===== src/rtl/set_bit_scanner_pkg.sv =====
`default_nettype none
// ============================================================================
//  Module      : scan_defs (package)
//  Description : Shared widths and FSM state encoding for the set-bit scanner
//                (set_bit_scanner, lsb_priority_encoder, set_bit_scanner_if).
//  Revision    : 1.0  initial release
// ============================================================================
package scan_defs;

  localparam int SCAN_WIDTH = 32;
  localparam int SCAN_IDXW  = 5;

  typedef enum logic [0:0] {
    ST_IDLE = 1'b0,
    ST_SCAN = 1'b1
  } scan_state_e;

endpackage : scan_defs
`default_nettype wire


===== src/rtl/set_bit_scanner_if.sv =====
`default_nettype none
// ============================================================================
//  Module      : set_bit_scanner_if
//  Description : Valid/ready bundle for the set-bit scanner.
//                Producer side : in_valid, in_data  -> scanner ; in_ready <-
//                Consumer side : out_valid, out_index, out_last, out_empty ->
//                                out_ready <-
//                master modport = environment (producer + consumer)
//                slave  modport = scanner
//  Revision    : 1.0  initial release
// ============================================================================
interface set_bit_scanner_if
  import scan_defs::*;
#(
  parameter int WIDTH = SCAN_WIDTH,
  parameter int IDXW  = SCAN_IDXW
);

  logic             in_valid;
  logic             in_ready;
  logic [WIDTH-1:0] in_data;
  logic             out_valid;
  logic             out_ready;
  logic [IDXW-1:0]  out_index;
  logic             out_last;
  logic             out_empty;

  modport master (
    output in_valid,
    output in_data,
    output out_ready,
    input  in_ready,
    input  out_valid,
    input  out_index,
    input  out_last,
    input  out_empty
  );

  modport slave (
    input  in_valid,
    input  in_data,
    input  out_ready,
    output in_ready,
    output out_valid,
    output out_index,
    output out_last,
    output out_empty
  );

endinterface : set_bit_scanner_if
`default_nettype wire


===== src/rtl/set_bit_scanner_lsb_priority_encoder.sv =====
`default_nettype none
// ============================================================================
//  Module      : lsb_priority_encoder
//  Description : Purely combinational priority encoder, lowest set bit wins.
//                i_vec   : WIDTH-bit input vector
//                o_index : position of the lowest set bit (0 when none set)
//                o_any   : OR-reduction of i_vec
//  Revision    : 1.0  initial release
// ============================================================================
module lsb_priority_encoder
  import scan_defs::*;
#(
  parameter int WIDTH = SCAN_WIDTH,
  parameter int IDXW  = SCAN_IDXW
) (
  input  wire logic [WIDTH-1:0] i_vec,
  output logic      [IDXW-1:0]  o_index,
  output logic                  o_any
);

  // Walk from the top down so that the last hit written is the lowest bit.
  always_comb begin
    o_index = '0;
    for (int i = WIDTH - 1; i >= 0; i--) begin
      if (i_vec[i]) begin
        o_index = IDXW'(i);
      end
    end
  end

  assign o_any = |i_vec;

endmodule : lsb_priority_encoder
`default_nettype wire


===== src/rtl/set_bit_scanner.sv =====
`default_nettype none
// ============================================================================
//  Module      : set_bit_scanner
//  Description : Expands a WIDTH-bit vector into the indices of its set bits,
//                one index per output beat, lowest bit first. An all-zero word
//                yields a single beat flagged out_empty with index 0.
//                clock : rising-edge clock
//                reset : asynchronous, active-low
//                bus   : set_bit_scanner_if.slave (in_valid/in_ready/in_data,
//                        out_valid/out_ready/out_index/out_last/out_empty)
//  Revision    : 1.0  initial release
// ============================================================================
module set_bit_scanner
  import scan_defs::*;
#(
  parameter int WIDTH = SCAN_WIDTH,
  parameter int IDXW  = SCAN_IDXW
) (
  input  wire logic         clock,
  input  wire logic         reset,
  set_bit_scanner_if.slave  bus
);

  localparam logic [WIDTH-1:0] c_one = WIDTH'(1);

  scan_state_e      state_q, state_d;
  logic [WIDTH-1:0] pending_q, pending_d;
  logic             zflag_q, zflag_d;

  logic [IDXW-1:0]  w_enc_index;
  logic             w_enc_any;
  logic [WIDTH-1:0] w_pending_drop;
  logic             w_last;

  lsb_priority_encoder #(
    .WIDTH (WIDTH),
    .IDXW  (IDXW)
  ) u_enc (
    .i_vec   (pending_q),
    .o_index (w_enc_index),
    .o_any   (w_enc_any)
  );

  // pending with its lowest set bit cleared; subtraction wraps in WIDTH bits,
  // so an all-zero pending stays zero after the AND.
  assign w_pending_drop = pending_q & (pending_q - c_one);

  // Final beat when the word was empty or at most one set bit remains.
  assign w_last = zflag_q || (w_pending_drop == '0);

  // --------------------------------------------------------------------------
  // Next-state logic
  // --------------------------------------------------------------------------
  always_comb begin
    state_d   = state_q;
    pending_d = pending_q;
    zflag_d   = zflag_q;
    case (state_q)
      ST_IDLE: begin
        // in_data is only looked at on a handshake, so X while idle is inert.
        if (bus.in_valid) begin
          pending_d = bus.in_data;
          zflag_d   = (bus.in_data == '0);
          state_d   = ST_SCAN;
        end
      end
      ST_SCAN: begin
        if (bus.out_ready) begin
          if (w_last) begin
            pending_d = '0;
            zflag_d   = 1'b0;
            state_d   = ST_IDLE;
          end else begin
            pending_d = w_pending_drop;
          end
        end
      end
      default: begin
        pending_d = '0;
        zflag_d   = 1'b0;
        state_d   = ST_IDLE;
      end
    endcase
  end

  // --------------------------------------------------------------------------
  // State registers
  // --------------------------------------------------------------------------
  always_ff @(posedge clock or negedge reset) begin
    if (!reset) begin
      state_q   <= ST_IDLE;
      pending_q <= '0;
      zflag_q   <= 1'b0;
    end else begin
      state_q   <= state_d;
      pending_q <= pending_d;
      zflag_q   <= zflag_d;
    end
  end

  // --------------------------------------------------------------------------
  // Outputs: functions of registered state only. Gating with the SCAN state
  // keeps every beat output at zero while idle or while reset holds the FSM.
  // --------------------------------------------------------------------------
  always_comb begin
    bus.in_ready  = 1'b0;
    bus.out_valid = 1'b0;
    bus.out_index = '0;
    bus.out_last  = 1'b0;
    bus.out_empty = 1'b0;
    if (state_q == ST_SCAN) begin
      bus.out_valid = 1'b1;
      bus.out_index = w_enc_any ? w_enc_index : '0;
      bus.out_last  = w_last;
      bus.out_empty = zflag_q;
    end else begin
      bus.in_ready  = 1'b1;
    end
  end

endmodule : set_bit_scanner
`default_nettype wire

===== src/flat_wrapper.sv =====
// flat-port wrapper written by rule: the top's interface ports become plain ports
module set_bit_scanner_flat import scan_defs::*;
#(
  parameter int WIDTH = SCAN_WIDTH,
  parameter int IDXW  = SCAN_IDXW
)
  (clock, reset, bus_in_valid, bus_in_data, bus_out_ready, bus_in_ready, bus_out_valid, bus_out_index, bus_out_last, bus_out_empty);
  set_bit_scanner_if #(.WIDTH(WIDTH), .IDXW(IDXW)) bus_i ();
  input  wire logic clock;
  input  wire logic reset;
  input wire logic [$bits(bus_i.in_valid)-1:0] bus_in_valid;
  input wire logic [$bits(bus_i.in_data)-1:0] bus_in_data;
  input wire logic [$bits(bus_i.out_ready)-1:0] bus_out_ready;
  output wire logic [$bits(bus_i.in_ready)-1:0] bus_in_ready;
  output wire logic [$bits(bus_i.out_valid)-1:0] bus_out_valid;
  output wire logic [$bits(bus_i.out_index)-1:0] bus_out_index;
  output wire logic [$bits(bus_i.out_last)-1:0] bus_out_last;
  output wire logic [$bits(bus_i.out_empty)-1:0] bus_out_empty;
  assign bus_i.in_valid = bus_in_valid;
  assign bus_i.in_data = bus_in_data;
  assign bus_i.out_ready = bus_out_ready;
  assign bus_in_ready = bus_i.in_ready;
  assign bus_out_valid = bus_i.out_valid;
  assign bus_out_index = bus_i.out_index;
  assign bus_out_last = bus_i.out_last;
  assign bus_out_empty = bus_i.out_empty;
  set_bit_scanner #(.WIDTH(WIDTH), .IDXW(IDXW)) u_core (.clock(clock), .reset(reset), .bus(bus_i));
endmodule

===== config.mk =====
export PLATFORM = sky130hd
export DESIGN_NAME = set_bit_scanner_flat
export DESIGN_NICKNAME = d
export VERILOG_FILES = /design/src/rtl/set_bit_scanner_pkg.sv /design/src/rtl/set_bit_scanner_if.sv /design/src/rtl/set_bit_scanner_lsb_priority_encoder.sv /design/src/rtl/set_bit_scanner.sv /design/src/flat_wrapper.sv
export SDC_FILE = /design/constraint.sdc
export NUM_CORES = 1
export LEC_CHECK = 0
export BUFFER_PORTS_ARGS = -buffer_cell sky130_fd_sc_hd__buf_2
export CAP_MARGIN = 20
export CORE_ASPECT_RATIO = 0.7
export CORE_MARGIN = 4
export CORE_UTILIZATION = 40
export DETAILED_ROUTE_END_ITERATION = 16
export RECOVER_POWER = 50
export SYNTH_ARGS = -nofsm -noshare
export SYNTH_HDL_FRONTEND = slang
export SYNTH_HIERARCHICAL = 1
export SYNTH_SLANG_ARGS = --single-unit

===== constraint.sdc =====
create_clock -name clock -period 3.9 [get_ports clock]
set_input_delay 0.78 -clock clock [delete_from_list [all_inputs] [get_ports clock]]
set_output_delay 0.78 -clock clock [all_outputs]
set_load 0.005 [all_outputs]

Yosys cells after proc, flatten, opt, wreduce, memory -nomap -nowiden --
Cells that the tools add are included.
Storage, ports and cells: register bits 34, bits of input ports 36, logic and storage cells 65
Cells by class: add/sub/neg operators 1, equal/unequal tests 3, muxes and demuxes 50, bitwise gates (word level) 2, reduce and logical (&&, ||, !) cells 6
Operator list (number):
- $mux W5 | 34
- $mux W32 | 3
- $logic_not A32 Y1 | 2
- $pmux W32 S2 | 1
- $and A32 B32 Y32 | 1
- $reduce_or A32 Y1 | 1
- $sub A32 B1 Y32 const B | 1
- $mux W1 | 10
- $ne A2 B2 Y1 const B | 3
- $pmux W1 S2 | 2
- $reduce_and A3 Y1 | 1
- $reduce_and A2 Y1 | 1
- $logic_or A1 B1 Y1 | 1
- $not A1 Y1 | 1

Logic depth before layout (Yosys ltp) --
Gate-level depths: netlist of the first run.
depth in word-level cells 34, gate-level depth with buffers 9

By module --
Netlist of the first run, hierarchy kept.
By module, submodules not included:
- set_bit_scanner | instances 1, cells each 225, area an instance 2030.7 um^2, sequential area each 850.8 um^2
- lsb_priority_encoder | instances 1, cells each 65, area an instance 385.4 um^2, sequential area each 0.0 um^2

Least setup slack after synthesis of the first run --
Ideal clock, no wire load.
path kind reg2out, start point reg u_core.pending_q[10], end point out bus_out_last, arrival time 2630 ps, data required time 3120 ps, slack 490 ps, stages on the path, launching flop included 9, path through dfrtp_1 > or4_4 > nor4b_4 > nand3_4 > o41ai_2 > o2111a_1 > or4b_4 > nor2_1 > o21a_1
Between the ends: word-level cells in the longest chain between the ends 5
Ends and longest elaborated chain:
- start: declaration | line set_bit_scanner.sv:27 | logic [WIDTH-1:0] pending_q, pending_d;
- start signal: assignment | line set_bit_scanner.sv:96 | pending_q <= pending_d;
- $sub A32 B1 Y32 | line set_bit_scanner.sv:46 | assign w_pending_drop = pending_q & (pending_q - c_one);
- $and A32 B32 Y32 * | line set_bit_scanner.sv:46
- $logic_not A32 Y1 * | line set_bit_scanner.sv:49 | assign w_last = zflag_q || (w_pending_drop == '0);
- $logic_or A1 B1 Y1 * | line set_bit_scanner.sv:49
- $mux W1 * | line set_bit_scanner.sv:111 | if (state_q == ST_SCAN) begin
- end: declaration | line flat_wrapper.sv:17 | output wire logic [$bits(bus_i.out_last)-1:0] bus_out_last;
Every way passes the cells marked *; elsewhere a longest branch is shown, timed or not.

Worst setup path in the final report of the first run --
start point reg u_core.pending_q[11], end point out bus_out_last
The elaborated chain is that of the path after synthesis.

==> results.json, run 1 <==
{
  "netlist_area_um2": 2416,
  "synth.net_count": 326,
  "cts_made_buffers": 5,
  "pin_count": 45,
  "synth_enable_flop_cells": 0,
  "cts_buffer_depth": 2,
  "ys_ff_latch": 34,
  "post_route_hold_slack_ns": 0.5964,
  "synth_top_cells_by_area": "sky130_fd_sc_hd__dfrtp_1, sky130_fd_sc_hd__a22oi_1, sky130_fd_sc_hd__nand2_1",
  "drt_iter0_markers": 352,
  "fin_worst_skew_ns": 0.009784,
  "finalCriticalPeriod_ns": 3.798,
  "synth.avg_cell_area_um2": 8.331,
  "post-route-drc-count": 0,
  "finalWeightedCongestion": 0.9223,
  "floorplan.rows": 23,
  "yosys.cell_types.count": 50,
  "total_inserted_antenna_cells": 0,
  "synth_top_area_cell": "sky130_fd_sc_hd__dfrtp_1",
  "overflow": 0,
  "ant_nets": 0,
  "grt_setup_unrepaired": "yes",
  "ir_drop_mv": 0.6071,
  "timing.critical_path.slowest_stage_cell": "sky130_fd_sc_hd__or4b_4",
  "crit_path_start_kind": "flip-flop",
  "critical_path.endpoint_type": "output pin",
  "crit_fanout": 4,
  "multi_input_comb_area_um2": 1508,
  "clock.fmax_ghz": 0.2633,
  "grt_pass1_wl_um": 12650,
  "floorplan.die_area_um2": 7367,
  "setup_tns_ns": 0,
  "synthFlopType": "sky130_fd_sc_hd__dfrtp_1",
  "place.detailed.hpwl_um": 5776,
  "synth_top_cell_area_share_pct": 35.21,
  "ys.warnings.count": 6,
  "initial_utilization_pct": 41.77,
  "first_global_vias": 2364,
  "cell_count_after_synthesis": 290,
  "core_area_um2": 5784,
  "power-per-cell-area_nw_per_um2": 980.0,
  "antenna_violations_before_repair": 0,
  "timing.final.hold_violations": 0,
  "worst_hold_path_type": "flip-flop to flip-flop",
  "violated_checks": "capacitance limit, slew limit",
  "tritoncts_clock_tree": "done",
  "floorplan.die.width_um": 100.9,
  "num_vias": 2609,
  "timing.critical_path.cells": "or4_4 > nor4b_4 > nand3b_1 > nor2_1 > o2111ai_1 > or4b_4 > nor2_2 > o21a_1 > buf_2",
  "worst_skew_pair.late_latency_ns": 0.29,
  "worst_max_slew_margin_expressed_relative_to_the_limit_pct": -28.32,
  "status": "finished with violations",
  "timing.critical_path.slowest_cell_delay_ns": 0.58,
  "grt_max_degree": 35,
  "detail_route.vias_per_cell": 6.197,
  "period_share_pct": 97.37,
  "overall_track_demand_over_capacity_in_global_routing_pct": 21.85,
  "power.static_leakage_nw": 1.320,
  "postCtsHoldBufs": 0,
  "setup.worst_path.class": "flip-flop to output pin",
  "synth-async-reset-ratio_pct": 100.0,
  "nFillCells": 588,
  "timing.critical_path.required_ns": 3.12,
  "chipHeight_um": 73.03,
  "cts_htree_levels": 2,
  "timing_max_transition_violations_final": 35,
  "firstDrtPassIters": 5,
  "area.growth.synth_to_final_pct": 20.77,
  "cts.reportedPaths.clkPinSlew_ns": 0.08,
  "cpLargestDelayFamily": "simple AND/OR/NAND/NOR gates",
  "wl_um": 7894,
  "setup_violations": 0,
  "ctsRootBufferMaster": "sky130_fd_sc_hd__clkbuf_8",
  "worstMarginPinSlew_ns": 1.925,
  "register_area_um2": 852.1,
  "timing.critical_path.buf_inv": 1,
  "final_layout_size_suffix_gt1_share_pct": 24.86,
  "post_dr_wirelength_cell_um": 18.75,
  "clock_sink_count": 34,
  "numPortBuffers": 44,
  "drv.max_cap_violation_count": 1,
  "post_layout_net_count": 381,
  "arrival_time_at_the_worst_endpoint_ns": 3.02,
  "synth-seq-area-share_pct": 35.21
}
-- per-stage QoR --
stage | total power (W) | setup slack, ns | cells | utilization [%] | cell area, um2
after global placement | 0.002453 | 0.2969 | 409 | 47.96 | 2774
after detailed placement | 0.002457 | 0.2367 | 409 | 47.96 | 2774
after global routing | 0.003092 | -0.04521 | 421 | 50.44 | 2918
after floorplan | 0.001918 | 0.4901 | 290 | - | 2416
final | 0.002860 | 0.1024 | 421 | 50.44 | 2918
after CTS | 0.002799 | 0.002591 | 421 | 50.14 | 2900
-- synth_stat cells, types with 3 or more instances --
cell and number:
sky130_fd_sc_hd__nand2_1 35, sky130_fd_sc_hd__dfrtp_1 34, sky130_fd_sc_hd__o21ai_0 22, sky130_fd_sc_hd__a22oi_1 20, sky130_fd_sc_hd__nor2_1 18, sky130_fd_sc_hd__nor4_1 17
sky130_fd_sc_hd__a21oi_1 13, sky130_fd_sc_hd__a22o_1 13, sky130_fd_sc_hd__nor3_1 12, sky130_fd_sc_hd__clkbuf_1 11, sky130_fd_sc_hd__inv_1 11, sky130_fd_sc_hd__nand3_1 11
sky130_fd_sc_hd__and3_1 5, sky130_fd_sc_hd__maj3_1 4, sky130_fd_sc_hd__nand4_1 4, sky130_fd_sc_hd__o31ai_1 4, sky130_fd_sc_hd__or3_1 4, sky130_fd_sc_hd__or4_1 4
sky130_fd_sc_hd__a21o_1 3, sky130_fd_sc_hd__or4_4 3
-- sequential cells by signal, summed over array words and instances (netlist names) --
| signal | cells |
|---|---|
| u_core/zflag_q | 1 |
| u_core/state_q | 1 |
| u_core/pending_q | 32 |
-- report_power, final --
| part | internal [W] | switching, W |
|---|---|---|
| sequential | 0.000474 | 0.000259 |
| combinational | 0.000842 | 0.00100 |
| clock | 0.000142 | 0.000141 |
| total | 0.00146 | 0.00140 |
-- what timing repair did --
item	in CTS	in global routing
setup endpoints to repair	1	1
resized for setup	2	8
setup buffers	4	0
pin swaps	2	4
-- area by class of cell --
| type | instances | share of cell area [%] |
|---|---|---|
| clock buffers | 6 | 2.830 |
| clock inverters | 2 | 0.4288 |
| inverters | 11 | 1.415 |
| multi-input cells | 234 | 51.67 |
| flip-flops and latches | 34 | 29.20 |
| well taps | 75 | 3.216 |
| repair buffers | 59 | 11.23 |
-- kinds of logic after synthesis --
logic type | Yosys count | synth area share (%)
and+or+nand+nor | 131 | 30.76
buffers and inverters | 22 | 3.418
adders and majority gates | 4 | 1.657
AOI/OAI and AO/OA | 98 | 28.53
DFF | 34 | 35.22
muxes | 1 | 0.4143
-- worst reg2reg max path: stages, from the launching register on --
cell and delay [ns]:
sky130_fd_sc_hd__dfrtp_2 0.41, sky130_fd_sc_hd__or4_4 0.56, sky130_fd_sc_hd__nor4b_4 0.38, sky130_fd_sc_hd__nand3b_1 0.20, sky130_fd_sc_hd__nor2_1 0.17, sky130_fd_sc_hd__o2111ai_1 0.13
sky130_fd_sc_hd__or4b_4 0.58, sky130_fd_sc_hd__o21ai_2 0.16, sky130_fd_sc_hd__o21ai_1 0.07
-- per-layer routing --
layer	track usage (%)	wire, um
met2	28.52	2998
met4	3.245	25
met1	35.99	4073
met5	0	0
met3	5.253	797
-- cell usage in the layout (no fill, tap or decap), drive strengths merged, types with 2 or more instances in the layout --
cell,netlist,final
a2111oi,2,2
and2,3,3
o31ai,4,4
nand2b,2,2
nor2b,2,2
o21ai,25,25
o2111ai,2,2
a22oi,20,20
nand2,35,35
nor4,18,18
o211ai,2,2
or4,7,7
nand4,4,4
nor2,18,18
o41ai,2,2
or3,4,4
a211oi,2,2
buf,0,57
a22o,13,13
nor3b,2,2
nor4b,2,2
and3,5,5
maj3,4,4
inv,11,11
nor3,14,14
o21a,2,2
dfrtp,34,34
nand3,12,12
clkbuf,11,8
a21oi,13,13
o311ai,2,2
a21o,3,3
-- final timing paths --
| check | from | to | slack, ns | cells past startpoint |
|---|---|---|---|---|
| worst min register to register | u_core/zflag_q$_DFFE_PN0P_ | u_core/zflag_q$_DFFE_PN0P_ | 0.60 | 2 |
| max in group asynchronous | reset | u_core/pending_q[11]$_DFFE_PN0P_ | 1.65 | 1 |
| worst max register to register | u_core/pending_q[11]$_DFFE_PN0P_ | u_core/pending_q[31]$_DFFE_PN0P_ | 1.14 | 8 |
| min in group asynchronous | reset | u_core/state_q$_DFF_PN0_ | 1.02 | 1 |
| worst min-delay path | u_core/zflag_q$_DFFE_PN0P_ | u_core/zflag_q$_DFFE_PN0P_ | 0.60 | 2 |
| worst max-delay path | u_core/pending_q[11]$_DFFE_PN0P_ | bus_out_last | 0.10 | 9 |
Power figures use the tool's default switching activity.
==> run 2: changes to the inputs <==
Settings changed: PLACE_DENSITY from default to 0.64.
==> run 2 against run 1 <==
Compared with the run above: sequential power is essentially flat; critical endpoint unchanged; clock skew shrank 0.0015 ns; sequential share of layout area shrank 0.15 points; highest routed layer unchanged; the flow still finishes with violations (capacitance limit, slew limit); combinational power grew 4%.
==> results.json, run 2 (same netlist as run 1, synthesis figures left out) <==
{
  "worst_skew_pair.late_latency_ns": 0.29,
  "reg2reg_start": "u_core/pending_q[8]$_DFFE_PN0P_",
  "cts_htree_levels": 2,
  "timing.critical_path.slowest_cell_delay_ns": 0.57,
  "critical_path.endpoint_type": "output pin",
  "place.detailed.hpwl_um": 5869,
  "report.power.total_w": 0.002916,
  "timing.critical_path.required_ns": 3.12,
  "firstDrtPassIters": 5,
  "overflow": 0,
  "total_inserted_antenna_cells": 0,
  "setup_violations": 0,
  "layout_commonest_cell": "sky130_fd_sc_hd__buf_2",
  "worst_r2r_path_depth": 9,
  "critical-path-top-cell-by-count": "sky130_fd_sc_hd__buf_4",
  "setup.worst_path.class": "flip-flop to output pin",
  "drt_iter0_markers": 204,
  "tritoncts_clock_tree": "done",
  "crit_fanout": 8,
  "ctsRootBufferMaster": "sky130_fd_sc_hd__clkbuf_8",
  "number_of_flip_flops_in_the_largest_register": 32,
  "most_frequent_cells_in_the_layout": "sky130_fd_sc_hd__buf_2, sky130_fd_sc_hd__nand2_1, sky130_fd_sc_hd__dfrtp_1, sky130_fd_sc_hd__o21ai_0, sky130_fd_sc_hd__a22oi_1",
  "finalCriticalPeriod_ns": 3.876,
  "floorplan.rows": 23,
  "hold_start": "u_core/zflag_q$_DFFE_PN0P_",
  "ir_drop_mv": 0.4192,
  "timing.critical_path.cells": "or4_4 > nor4b_4 > buf_4 > nand3_4 > buf_4 > or3_1 > maj3_1 > nor2_4 > o21a_1 > buf_2",
  "num_vias": 2701,
  "worstMarginPinSlew_ns": 1.962,
  "crit_path_start_kind": "flip-flop",
  "power.static_leakage_nw": 1.328,
  "grt_pass1_wl_um": 12480,
  "detail_route.vias_per_cell": 6.416,
  "timing.critical_path.buf_inv": 3,
  "grt_max_degree": 35,
  "area.growth.synth_to_final_pct": 21.23,
  "grt_setup_unrepaired": "yes",
  "violated_checks": "capacitance limit, slew limit",
  "power-per-cell-area_nw_per_um2": 995.4,
  "final_cell_area_um2": 2929,
  "timing.critical_path.slowest_stage_cell": "sky130_fd_sc_hd__or4_4",
  "post_dr_wirelength_cell_um": 18.97,
  "worst_max_slew_margin_expressed_relative_to_the_limit_pct": -30.81,
  "status": "finished with violations",
  "initial_utilization_pct": 41.77,
  "overall_track_demand_over_capacity_in_global_routing_pct": 21.68,
  "dp_cells": 410,
  "drv.max_cap_violation_count": 1,
  "layoutNonFillerInstCount": 421,
  "floorplan.die_area_um2": 7367,
  "crit_end": "bus_out_last",
  "final_layout_size_suffix_gt1_share_pct": 24.57,
  "post_layout_net_count": 383,
  "cts_made_buffers": 5,
  "reg_top3": "u_core/pending_q x32, u_core/state_q x1, u_core/zflag_q x1",
  "crit_path_start": "u_core/pending_q[8]$_DFFE_PN0P_",
  "wl_um": 7987,
  "postPlaceCellArea_um2": 2781,
  "numPortBuffers": 44,
  "core_area_um2": 5784,
  "post-route-drc-count": 0,
  "setup_tns_ns": 0,
  "nFillCells": 565,
  "fin_worst_skew_ns": 0.008309,
  "postCtsHoldBufs": 0,
  "clock_sink_count": 34,
  "chipHeight_um": 73.03,
  "cts_buffer_depth": 2,
  "pin_count": 45,
  "clock.fmax_ghz": 0.2580,
  "finalWeightedCongestion": 0.9418,
  "timing_max_transition_violations_final": 35,
  "worst_hold_path_type": "flip-flop to flip-flop",
  "registers.top_by_ff_count": "u_core/pending_q",
  "antenna_violations_before_repair": 0,
  "floorplan.die.width_um": 100.9,
  "cpLargestDelayFamily": "simple AND/OR/NAND/NOR gates",
  "cts.reportedPaths.clkPinSlew_ns": 0.07,
  "first_global_vias": 2339,
  "crit-reg2reg-capture": "u_core/pending_q[31]$_DFFE_PN0P_",
  "critical_path_depth": 10,
  "timing.final.hold_violations": 0,
  "reg2reg_slack_ns": 1.04,
  "ant_nets": 0,
  "arrival_time_at_the_worst_endpoint_ns": 3.10,
  "period_share_pct": 99.38
}
[run 2: through the flow]
stage	util, %	hold slack, ns	setup slack [ns]
after floorplan	-	0.4844	0.4901
after global placement	48.09	0.5688	0.2717
after detailed placement	48.09	0.5690	0.2260
after CTS	49.73	0.5868	0.004585
after global routing	50.64	0.6447	-0.07779
final	50.64	0.5920	0.02406
[run 2: what timing repair did]
action                     in CTS  in global routing
gates resized for setup         3                  5
setup buffers                   1                  4
setup endpoints to repair       1                  1
pin swaps                       2                  6
[run 2: worst register-to-register path, cell delays in order (launching register included)]
cell and delay (ns):
sky130_fd_sc_hd__dfrtp_1 0.38, sky130_fd_sc_hd__or4_4 0.57, sky130_fd_sc_hd__nor4b_4 0.22, sky130_fd_sc_hd__buf_4 0.19, sky130_fd_sc_hd__nand3_4 0.12, sky130_fd_sc_hd__o41ai_2 0.32
sky130_fd_sc_hd__o2111a_1 0.21, sky130_fd_sc_hd__or4b_4 0.50, sky130_fd_sc_hd__o21ai_2 0.16, sky130_fd_sc_hd__o21ai_1 0.08
[run 2: layer usage]
| metal | vias up | global-route usage [%] | part of all wire [%] |
|---|---|---|---|
| li1 | 1246 | - | - |
| met1 | 1281 | 32.72 | 47 |
| met2 | 162 | 29.10 | 39 |
| met3 | 12 | 8.023 | 13 |
| met4 | 0 | 4.720 | 1.0 |
| met5 | - | 0 | 0 |
[run 2: how the worst min path moves through the flow]
| stage | endpoint | slack (ns) | cells after the start |
|---|---|---|---|
| after global routing | u_core/zflag_q$_DFFE_PN0P_ | 0.64 | 2 |
| after CTS | u_core/zflag_q$_DFFE_PN0P_ | 0.59 | 2 |
| after global placement | u_core/zflag_q$_DFFE_PN0P_ | 0.57 | 2 |
| final | u_core/zflag_q$_DFFE_PN0P_ | 0.59 | 2 |
| after floorplan | u_core/pending_q[0]$_DFFE_PN0P_ | 0.48 | 0 |
| after detailed placement | u_core/zflag_q$_DFFE_PN0P_ | 0.57 | 2 |
[run 2: layout make-up]
cell class                      count  area [um2]  share of cell area, %
Multi-Input combinational cell    234        1514                  51.69
Tap cell                           75       93.84                  3.204
Clock buffer                        6       82.58                  2.819
Sequential cell                    34       850.8                  29.05
Timing Repair Buffer               61       346.6                  11.83
Inverter                           11       41.29                  1.410
[run 2: where the power goes]
part           internal, W  switching [W]  total, W
registers         0.000474       0.000259  0.000733
clock network     0.000136       0.000129  0.000265
logic             0.000871        0.00105   0.00192
total              0.00148        0.00143   0.00292
==> run 3: changes to the inputs <==
Settings changed: BUFFER_PORTS_ARGS -buffer_cell sky130_fd_sc_hd__buf_2 to default, DONT_BUFFER_PORTS from default to 1, PLACE_DENSITY 0.64 to 0.57, SYNTH_HIERARCHICAL 1 to default.
==> run 3 against run 2 <==
Compared with the run above: the flow still finishes with violations (capacitance limit, slew limit); sequential share of layout area is 4.3 points higher; critical path depth decreased by 3; clock power grew 17%; clock skew down 0.0056 ns; die area grew 1.5%; register-to-register slack lost 0.16 ns; count of clock-buffer cells in the layout up 2; critical endpoint unchanged; global-route usage decreased by 0.90 points; flip-flop and latch count is the same; via count is 12% lower; first-iteration DRC count rose by 8.3%; synthesized cell count grew 3.8%; highest routed layer unchanged.
==> results.json, run 3 <==
{
  "power.static_leakage_nw": 1.141,
  "proportion_of_power_drawn_by_combinational_gates_pct": 21.3,
  "crit_path_start": "u_core.pending_q[4]$_DFFE_PN0P_",
  "reg2reg_start": "u_core.state_q$_DFF_PN0_",
  "final_layout_size_suffix_gt1_share_pct": 8.099,
  "overflow": 0,
  "antenna_violations_before_repair": 0,
  "clock.fmax_ghz": 0.2795,
  "final_cell_area_um2": 2551,
  "drv.max_cap_violation_count": 1,
  "crit_fanout": 13,
  "cts_htree_levels": 2,
  "reg2reg_slack_ns": 0.88,
  "synth.avg_cell_area_um2": 8.160,
  "overall_track_demand_over_capacity_in_global_routing_pct": 20.79,
  "synthFlopType": "sky130_fd_sc_hd__dfrtp_1",
  "drt_iter0_markers": 221,
  "power.sequential.fraction_pct": 44.9,
  "timing_max_transition_violations_final": 33,
  "netlist_area_um2": 2456,
  "fin_worst_skew_ns": 0.002664,
  "setup.worst_path.class": "flip-flop to output pin",
  "grt_max_degree": 35,
  "grt_setup_unrepaired": "no",
  "routed-wl-met3_um": 615,
  "synth_top_cell_area_share_pct": 34.64,
  "most_instantiated_library_cell_after_synthesis": "sky130_fd_sc_hd__nand2_1",
  "wl_um": 7357,
  "p_sw_share_pct": 29.79,
  "worst_hold_path_type": "primary input to async pin",
  "cts.reportedPaths.clkPinSlew_ns": 0.07,
  "timing.critical_path.required_ns": 3.12,
  "chipHeight_um": 73.56,
  "p_sw_w": 0.0002722,
  "postCtsHoldBufs": 0,
  "violated_checks": "capacitance limit, slew limit",
  "grt_pass1_wl_um": 11850,
  "critical_path.endpoint_type": "output pin",
  "synth.net_count": 337,
  "power.clock.fraction_pct": 33.8,
  "core_area_um2": 5842,
  "crit_path_start_kind": "flip-flop",
  "numPortBuffers": 0,
  "synth_enable_flop_cells": 0,
  "post_cts_buffers": 0,
  "worst_skew_pair.late_latency_ns": 0.29,
  "period_share_pct": 91.73,
  "num_vias": 2370,
  "ctsRootBufferMaster": "sky130_fd_sc_hd__clkbuf_8",
  "status": "finished with violations",
  "pin_count": 45,
  "ir_drop_mv": 0.1673,
  "crit_end": "bus_out_last",
  "m1WireLength_um": 3767,
  "initial_utilization_pct": 42.04,
  "finalWeightedCongestion": 0.9278,
  "setup_tns_ns": 0,
  "met2WireLength_um": 2893,
  "timing.final.hold_violations": 0,
  "place.detailed.hpwl_um": 5399,
  "crit-reg2reg-capture": "u_core.pending_q[27]$_DFFE_PN0P_",
  "tritoncts_clock_tree": "done",
  "worst_max_slew_margin_expressed_relative_to_the_limit_pct": -5.487,
  "ys.warnings.count": 0,
  "cell_count_after_synthesis": 301,
  "final_util_pct": 43.67,
  "clock_sink_count": 34,
  "setup_violations": 0,
  "number_of_flip_flops_in_the_largest_register": 32,
  "nFillCells": 599,
  "first_global_vias": 2130,
  "post_layout_net_count": 319,
  "post_cts_resized": 0,
  "floorplan.die_area_um2": 7478,
  "worstMarginPinSlew_ns": 1.582,
  "layout_commonest_cell": "sky130_fd_sc_hd__nand2_1",
  "floorplan.rows": 23,
  "yosys.cell_types.count": 55,
  "ant_nets": 0,
  "reg_top3": "u_core.pending_q x32, u_core.state_q x1, u_core.zflag_q x1",
  "postPlaceCellArea_um2": 2449,
  "ys_ff_latch": 34,
  "post_dr_wirelength_cell_um": 20.49,
  "worst_r2r_path_depth": 6,
  "synth_top_cells_by_area": "sky130_fd_sc_hd__dfrtp_1, sky130_fd_sc_hd__nand2_1, sky130_fd_sc_hd__a22oi_1",
  "cell_internal_pwr_w": 0.0006416,
  "floorplan.die.width_um": 101.7,
  "power-per-cell-area_nw_per_um2": 358.2,
  "dr.max_layer_used": "met4",
  "most_frequent_cells_in_the_layout": "sky130_fd_sc_hd__nand2_1, sky130_fd_sc_hd__dfrtp_1, sky130_fd_sc_hd__a22oi_1, sky130_fd_sc_hd__nor2_1, sky130_fd_sc_hd__nand3_1",
  "synth-seq-area-share_pct": 34.64,
  "finalCriticalPeriod_ns": 3.577,
  "post-route-drc-count": 0,
  "leading_cell_types_by_count_after_synthesis": "sky130_fd_sc_hd__nand2_1, sky130_fd_sc_hd__dfrtp_1, sky130_fd_sc_hd__a22oi_1",
  "total_inserted_antenna_cells": 0,
  "arrival_time_at_the_worst_endpoint_ns": 2.80,
  "area.growth.synth_to_final_pct": 3.872,
  "synth-async-reset-ratio_pct": 100.0,
  "synth_top_area_cell": "sky130_fd_sc_hd__dfrtp_1",
  "cts_made_buffers": 5,
  "cts_buffer_depth": 2,
  "detail_route.vias_per_cell": 6.602,
  "firstDrtPassIters": 5,
  "registers.top_by_ff_count": "u_core.pending_q"
}
[run 3: final cells by class]
type,count,area (um2),area share [%]
multi-input cells,231,1451,56.89
inverters,8,30.03,1.177
repair buffers,3,15.01,0.5885
clock buffers,8,110.1,4.316
well taps,75,93.84,3.678
flip-flops and latches,34,850.8,33.35
[run 3: critical path, cell delays in order (launching register included)]
cell and delay, ns:
sky130_fd_sc_hd__dfrtp_1 0.53, sky130_fd_sc_hd__nor4_2 0.49, sky130_fd_sc_hd__and4_1 0.39, sky130_fd_sc_hd__nand2_1 0.22, sky130_fd_sc_hd__a221oi_1 0.38, sky130_fd_sc_hd__nand4_1 0.16
sky130_fd_sc_hd__nor3_2 0.18, sky130_fd_sc_hd__o21a_1 0.16
[run 3: kinds of logic (layout without fill, tap and decap cells)]
family | count (synthesis) | after routing | synth area share, %
adders and majority gates | 3 | 3 | 1.223
DFF | 34 | 34 | 34.64
and+or+nand+nor | 127 | 127 | 27.76
buffers and inverters | 36 | 19 | 6.520
AOI/OAI and AO/OA | 101 | 101 | 29.85
[run 3: layer usage]
layer,global-route usage (%),vias up
li1,-,1121
met1,33.78,1148
met2,26.09,92
met3,5.503,9
met4,5.457,0
met5,0,-
[run 3: worst min path at each step]
stage	cells past startpoint	slack (ns)	endpoint
2_1_floorplan	0	0.48	u_core.pending_q[0]$_DFFE_PN0P_
3_3_place_gp	0	0.49	u_core.pending_q[20]$_DFFE_PN0P_
3_5_place_dp	0	0.49	u_core.pending_q[20]$_DFFE_PN0P_
4_1_cts	0	0.17	u_core.pending_q[22]$_DFFE_PN0P_
5_1_grt	0	0.16	u_core.pending_q[22]$_DFFE_PN0P_
6_report	0	0.18	u_core.pending_q[12]$_DFFE_PN0P_
[run 3: through the flow]
step,worst slack [ns],power (W),cells,hold slack [ns]
final,0.3226,0.0009138,359,0.1836
after CTS,0.3235,0.0009223,359,0.1726
after global routing,0.01832,0.0009653,359,0.1610
after floorplan,1.037,0.0005635,301,0.4844
after global placement,0.7398,0.0006105,351,0.4857
after detailed placement,0.6425,0.0006098,351,0.4858
[run 3: power groups by stage]
| stage | Clock, W | Sequential (W) | Combinational, W |
|---|---|---|---|
| 2_1_floorplan | 0 | 0.000391 | 0.000173 |
| 3_3_place_gp | 0 | 0.000416 | 0.000194 |
| 3_5_place_dp | 0 | 0.000415 | 0.000195 |
| 4_1_cts | 0.000318 | 0.000409 | 0.000196 |
| 5_1_grt | 0.000334 | 0.000413 | 0.000218 |
| 6_report | 0.000309 | 0.000410 | 0.000194 |
